==> config.mk <==
export PLATFORM = sky130hd
export DESIGN_NAME = ahb_edac_sram
export DESIGN_NICKNAME = d
export VERILOG_FILES = /design/src/rtl/ahb_edac_sram.sv
export SDC_FILE = /design/constraint.sdc
export NUM_CORES = 1
export LEC_CHECK = 0
export BUFFER_PORTS_ARGS = -buffer_cell sky130_fd_sc_hd__buf_2
export CAP_MARGIN = 30
export CORE_MARGIN = 2
export CORE_UTILIZATION = 35
export DETAILED_ROUTE_END_ITERATION = 6
export PLACE_DENSITY = 0.68
export REMOVE_ABC_BUFFERS = 1
export SYNTH_ARGS = -nofsm -noshare
export SYNTH_HDL_FRONTEND = slang
export SYNTH_SLANG_ARGS = --single-unit
==> constraint.sdc <==
create_clock -name s_clk_i -period 2.7 [get_ports s_clk_i]
set_clock_uncertainty 0.1 [all_clocks]
set_input_delay 0 -clock s_clk_i [delete_from_list [all_inputs] [get_ports s_clk_i]]
set_output_delay 0 -clock s_clk_i [all_outputs]
set_load 0.03 [all_outputs]
==> src/rtl/ahb_edac_sram.sv <==
// ahb_edac_sram
//   AHB-Lite subordinate in front of a single-port 39-bit SRAM ({checksum[6:0], data[31:0]}).
//   Full-word writes store the initiator's checksum as-is; reads return data and checksum
//   uncorrected. Sub-word writes do a read-modify-write: the old word is checked, merged
//   and re-encoded. Address/control parity is checked on every accepted transfer.
//
// Ports
//   s_clk_i, s_resetn_i            clock, async active-low reset
//   s_hsel_i .. s_hwdcheck_i       AHB-Lite request side (address phase + write data)
//   s_hreadyout_o, s_hresp_o       transfer done / error response
//   s_hrdata_o, s_hrdcheck_o       read data and its stored checksum
//   s_ram_*                        SRAM port, read data arrives one cycle after ce
//   s_perr_o                       one-cycle pulse: address/control parity error
//   s_uce_o                        one-cycle pulse: checksum error on the RMW read
//
// state  | meaning
// -------+-----------------------------------------------------------------
// IDLE   | no transfer in progress; reads are issued straight from here
// WR     | full-word write to SRAM, one wait state
// RD     | RMW read of the target word
// MRG    | check + merge + write back (or first error cycle if the word is bad)
// DONE   | write complete, port free, may accept the next transfer
// ERR1   | first cycle of ERROR response
// ERR2   | second cycle of ERROR response, may accept the next transfer
module ahb_edac_sram #(
    parameter int          DEPTH     = 4096,
    parameter int          AW        = $clog2(DEPTH),
    parameter logic [31:0] BASE_ADDR = 32'h0
) (
    input  logic          s_clk_i,
    input  logic          s_resetn_i,
    input  logic          s_hsel_i,
    input  logic          s_hready_i,
    input  logic [31:0]   s_haddr_i,
    input  logic [1:0]    s_htrans_i,
    input  logic [2:0]    s_hsize_i,
    input  logic          s_hwrite_i,
    input  logic [5:0]    s_hparity_i,
    input  logic [31:0]   s_hwdata_i,
    input  logic [6:0]    s_hwdcheck_i,
    output logic          s_hreadyout_o,
    output logic          s_hresp_o,
    output logic [31:0]   s_hrdata_o,
    output logic [6:0]    s_hrdcheck_o,
    output logic          s_ram_ce_o,
    output logic          s_ram_we_o,
    output logic [AW-1:0] s_ram_addr_o,
    output logic [38:0]   s_ram_wdata_o,
    input  logic [38:0]   s_ram_rdata_i,
    output logic          s_perr_o,
    output logic          s_uce_o
);

    typedef enum logic [2:0] {
        S_IDLE, S_WR, S_RD, S_MRG, S_DONE, S_ERR1, S_ERR2
    } state_t;

    // Extended Hamming (39,32): data bit j sits at the j-th non-power-of-two position
    // starting at 3; check bit i is the XOR of data bits whose position has bit i set,
    // and bit 6 is overall parity of data and the six Hamming bits.
    function automatic logic [6:0] f_encode(input logic [31:0] d);
        logic [5:0] c;
        logic [5:0] pos;
        c   = '0;
        pos = 6'd3;
        for (int j = 0; j < 32; j++) begin
            if (d[j]) c = c ^ pos;
            pos = pos + 6'd1;
            if ((pos & (pos - 6'd1)) == 6'd0) pos = pos + 6'd1;
        end
        return {(^d) ^ (^c), c};
    endfunction

    state_t        r_state, w_next;
    logic [AW-1:0] r_waddr;
    logic [1:0]    r_addr_lo;
    logic [1:0]    r_hsize;
    logic          r_perr;
    logic          r_uce;

    logic          w_open;
    logic          w_accept;
    logic [5:0]    w_par_exp;
    logic          w_par_err;
    logic          w_range_err;
    logic          w_size_err;
    logic          w_align_err;
    logic          w_req_err;
    logic [AW-1:0] w_waddr;
    logic [6:0]    w_syn;
    logic [3:0]    w_lane_mask;
    logic [31:0]   w_merged;
    logic          w_rmw_bad;

    assign w_open   = (r_state == S_IDLE) || (r_state == S_DONE) || (r_state == S_ERR2);
    assign w_accept = s_hsel_i & s_htrans_i[1] & s_hready_i & w_open;
    assign w_waddr  = s_haddr_i[AW+1:2];

    assign w_par_exp = {^s_htrans_i,
                        (^s_hsize_i) ^ s_hwrite_i,
                        ^s_haddr_i[31:24], ^s_haddr_i[23:16],
                        ^s_haddr_i[15:8],  ^s_haddr_i[7:0]};
    assign w_par_err   = (w_par_exp != s_hparity_i);
    assign w_range_err = (s_haddr_i[31:AW+2] != BASE_ADDR[31:AW+2]);
    assign w_size_err  = s_hsize_i[2] | (s_hsize_i[1:0] == 2'd3);
    assign w_align_err = ((s_hsize_i == 3'd1) && s_haddr_i[0]) ||
                         ((s_hsize_i == 3'd2) && (s_haddr_i[1:0] != 2'd0));
    assign w_req_err   = w_par_err | w_range_err | w_size_err | w_align_err;

    // Syndrome of the word fetched in RD; only meaningful in MRG.
    assign w_syn     = f_encode(s_ram_rdata_i[31:0]) ^ s_ram_rdata_i[38:32];
    assign w_rmw_bad = (w_syn != 7'd0);

    always_comb begin
        w_lane_mask = 4'b1111;
        case (r_hsize)
            2'd0:    w_lane_mask = 4'b0001 << r_addr_lo;
            2'd1:    w_lane_mask = r_addr_lo[1] ? 4'b1100 : 4'b0011;
            default: w_lane_mask = 4'b1111;
        endcase
    end

    always_comb begin
        w_merged = s_ram_rdata_i[31:0];
        for (int b = 0; b < 4; b++) begin
            if (w_lane_mask[b]) w_merged[8*b +: 8] = s_hwdata_i[8*b +: 8];
        end
    end

    always_comb begin
        w_next        = r_state;
        s_hreadyout_o = 1'b1;
        s_hresp_o     = 1'b0;
        s_ram_ce_o    = 1'b0;
        s_ram_we_o    = 1'b0;
        s_ram_addr_o  = r_waddr;
        s_ram_wdata_o = {s_hwdcheck_i, s_hwdata_i};

        case (r_state)
            S_IDLE, S_DONE: begin
                w_next = S_IDLE;
            end
            S_ERR2: begin
                s_hresp_o = 1'b1;
                w_next    = S_IDLE;
            end
            S_ERR1: begin
                s_hresp_o     = 1'b1;
                s_hreadyout_o = 1'b0;
                w_next        = S_ERR2;
            end
            S_WR: begin
                s_hreadyout_o = 1'b0;
                s_ram_ce_o    = 1'b1;
                s_ram_we_o    = 1'b1;
                w_next        = S_DONE;
            end
            S_RD: begin
                s_hreadyout_o = 1'b0;
                s_ram_ce_o    = 1'b1;
                w_next        = S_MRG;
            end
            S_MRG: begin
                s_hreadyout_o = 1'b0;
                if (w_rmw_bad) begin
                    // Corrupt old word: leave it untouched, this cycle acts as ERR1.
                    s_hresp_o = 1'b1;
                    w_next    = S_ERR2;
                end else begin
                    s_ram_ce_o    = 1'b1;
                    s_ram_we_o    = 1'b1;
                    s_ram_wdata_o = {f_encode(w_merged), w_merged};
                    w_next        = S_DONE;
                end
            end
            default: begin
                w_next = S_IDLE;
            end
        endcase

        // Only reachable from IDLE/DONE/ERR2, where the SRAM port is otherwise idle.
        if (w_accept) begin
            if (w_req_err) begin
                w_next = S_ERR1;
            end else if (s_hwrite_i) begin
                w_next = (s_hsize_i == 3'd2) ? S_WR : S_RD;
            end else begin
                s_ram_ce_o   = 1'b1;
                s_ram_addr_o = w_waddr;
                w_next       = S_IDLE;
            end
        end
    end

    always_ff @(posedge s_clk_i or negedge s_resetn_i) begin
        if (!s_resetn_i) begin
            r_state   <= S_IDLE;
            r_waddr   <= '0;
            r_addr_lo <= '0;
            r_hsize   <= '0;
            r_perr    <= 1'b0;
            r_uce     <= 1'b0;
        end else begin
            r_state <= w_next;
            r_perr  <= w_accept & w_par_err;
            r_uce   <= (r_state == S_MRG) & w_rmw_bad;
            if (w_accept) begin
                r_waddr   <= w_waddr;
                r_addr_lo <= s_haddr_i[1:0];
                r_hsize   <= s_hsize_i[1:0];
            end
        end
    end

    // Status pulses are registered: perr is seen during ERR1, uce during ERR2.
    assign s_perr_o     = r_perr;
    assign s_uce_o      = r_uce;
    assign s_hrdata_o   = s_ram_rdata_i[31:0];
    assign s_hrdcheck_o = s_ram_rdata_i[38:32];

endmodule

==> metrics.cfg <==
[sta]
maxSlewViolCount = 0
tightest_slew_ps = 497
post-route-min-period_ps = 3280
hold_viol = 0
setup_tns_ps = -11300
relSlewSlack = 0.669
setup_slack_ps = -583
rsz0062_at_grt = yes
min_period_over_period = 1.22
fin_hold_ws_ps = 98.6
setup_viol = 40
max_freq_ghz = 0.305

[critical_path]
worstRegToRegCells = 5
path_class = reg2out
r2r_slack_ps = 840
worstSetupEndpointType = output pin
arrival_ps = 3180
r2r_end = r_waddr[7]
cp_max_fo = 4
regToRegStartpoint = r_state[1]
path_cells = or2_4 -> a21oi_2 -> buf_6 -> buf_12 -> mux2i_4 -> xnor2_2 -> xnor3_1 -> xnor2_2 -> xor2_1 -> xnor3_1 -> mux2_4 -> buf_6
start_kind = flip-flop
cp_slowest_cell = xnor3_1
critPathRequiredTime_ps = 2600
crit_start = r_hsize[0]
crit_path_max_incr_delay_ps = 460

[die]
start_util = 0.356
pin_count = 222
dieArea_um2 = 12500
die_x_um = 112
die_h_um = 112
num_rows = 39
coreArea_um2 = 11400

[finish]
finalNetCount = 870
multiInputGateArea_um2 = 3610
diodes = 0
regArea_um2 = 526
layout-drive-gt1-share = 0.637
final_cell_mix = 171 x buf_2, 96 x buf_4, 91 x xnor2_1
fillers = 871
utilization = 0.617
area_delta_synth_final_pct = 73.1
layout_commonest_cell = buf_2

[route]
wl_per_cell_um = 17.4
drt_wl_total_um = 15200
wl_met2_um = 7950
wl_met3_um = 571
ant_nets = 0
highest_layer = met4
via_count = 4212
drtIter0Drc = 187
wl_met1_um = 6320
drtPass1Iterations = 4
drc_errors = 0
vias_per_cell = 4.82

[yosys]
synth_seq_cells = 21
syn-cell-area_um2 = 4050
async_flop_share = 1.00
synth_area_leaders = xnor2_1 23%, mux2_2 17%, dfrtp_1 13%, buf_4 7.6%, xor2_1 6.9%
synth-edff-count = 0
synth_ff_type = dfrtp_1
synth_top_area_share = 0.233
synth_area_per_cell_um2 = 9.49
synth-seq-area-share = 0.130
yosys_warnings = 0
synth.distinct_cells = 43
yosysTopAreaCell = xnor2_1
syn_inst = 427

[clock_tree]
cts_buffers = 3
clk_latency_ps = 250
cts_tree = yes
clk_pin_slew_ps = 60
clock-root-buffer = clkbuf_16
clk_path_buf_depth = 2
htreeDepth = 1
cts_sinks = 21

[placement]
dp_hpwl_um = 11100
port_buffers = 221
pre_cts_ws_ps = -449
gp_congestion = 1.02

[grt]
grt_overflow = 0
grt_util_all_layers = 0.217
grt_pass1_wl_um = 22200
grt_pass1_vias = 4464
antenna_found_initial = 0
grt_max_degree = 22

[power_and_ir_drop]
ir_drop_mv = 2.14
total_power_uw = 7100
p_leak_uw = 0.00342
power_density_nw_per_um2 = 1010

[worst_hold_path]
hp-class = in2reg
worstHoldPathCells = 5
hp-start = s_htrans_i[1]
holdPathEnd = s_perr_o

[status]
status = finished with violations
violations = setup timing

[run]
drv_cap = 0

-- metrics by stage --
step,area (um^2),cells
2_1_floorplan,3700,376
3_3_place_gp,5640,824
3_5_place_dp,5640,824
4_1_cts,6450,862
5_1_grt,7010,873
6_report,7010,873
-- worst max-delay path: cells and delay by family (launching register included) --
kind | cells | cell delay, ps
DFF | 1 | 380
AOI/OAI and AO/OA | 1 | 150
and+or+nand+nor | 1 | 260
xor gates and xnor gates | 5 | 1240
muxes | 2 | 510
buffers and inverters | 3 | 390
-- Yosys cell counts (2+ instances only) --
library cell  instances
a21oi_1              14
and3_1                2
buf_2                 3
buf_4                41
clkbuf_1              7
dfrtp_1              21
ha_1                 13
inv_1                27
mux2_2               62
mux2i_1              27
nand2_1               6
nand2_2               2
nand2b_1              2
nand3_1               4
nor2_1               12
nor2b_1               2
nor3_1                3
nor3b_1               2
o21ai_0               5
xnor2_1             108
xnor2_2               2
xnor3_1              10
xor2_1               32
-- layout make-up --
type | count | share of cell area
Sequential cell | 21 | 0.0749
Inverter | 27 | 0.0145
Clock buffer | 4 | 0.0112
Tap cell | 143 | 0.0255
Timing Repair Buffer | 350 | 0.359
Multi-Input combinational cell | 328 | 0.515
-- worst max-delay path by stage --
stage	cells after the start	to	slack, ps
after floorplan	5	s_ram_addr_o[0]	-1080
after global placement	11	s_ram_wdata_o[38]	-410
after detailed placement	12	s_ram_wdata_o[6]	-450
after CTS	12	s_ram_wdata_o[38]	-580
after global routing	12	s_ram_wdata_o[38]	-690
final	12	s_ram_wdata_o[38]	-580
-- flip-flops by register name, indices dropped and copies added (netlist names) --
signal	count
s_perr_o	1
r_addr_lo	2
r_state	3
r_hsize	2
s_uce_o	1
r_waddr	12
-- layer usage --
metal / global-route usage / up-vias
li1: - / 1996
met1: 0.278 / 2045
met2: 0.396 / 140
met3: 0.0147 / 31
met4: 0.0527 / 0
met5: 0 / -
-- repair_timing --
| action | 4_1_cts | 5_1_grt |
|---|---|---|
| setup endpoints to repair | 42 | 54 |
| cloned | 0 | 1 |
| gates resized for setup | 123 | 103 |
| pin swaps | 18 | 23 |
| buffers inserted | 17 | 11 |
| endpoints found under the hold margin | 37 | 0 |
| hold buffers | 17 | 0 |
-- power by group --
part	leakage, uW	switching (uW)	internal (uW)
combinational	0.00312	2720	3500
clock	0.0000382	116	201
sequential	0.000257	107	457
-- cell families (layout without fill, tap and decap cells) --
group | count (synthesis) | in the layout | share of synthesized area
xor gates and xnor gates | 152 | 152 | 0.366
muxes | 89 | 89 | 0.239
buffers and inverters | 78 | 381 | 0.111
and+or+nand+nor | 44 | 44 | 0.0590
AOI/OAI and AO/OA | 30 | 30 | 0.0547
DFF | 21 | 21 | 0.130
adders and majority gates | 13 | 13 | 0.0401
Note: power is estimated with default switching activity, not from simulation.
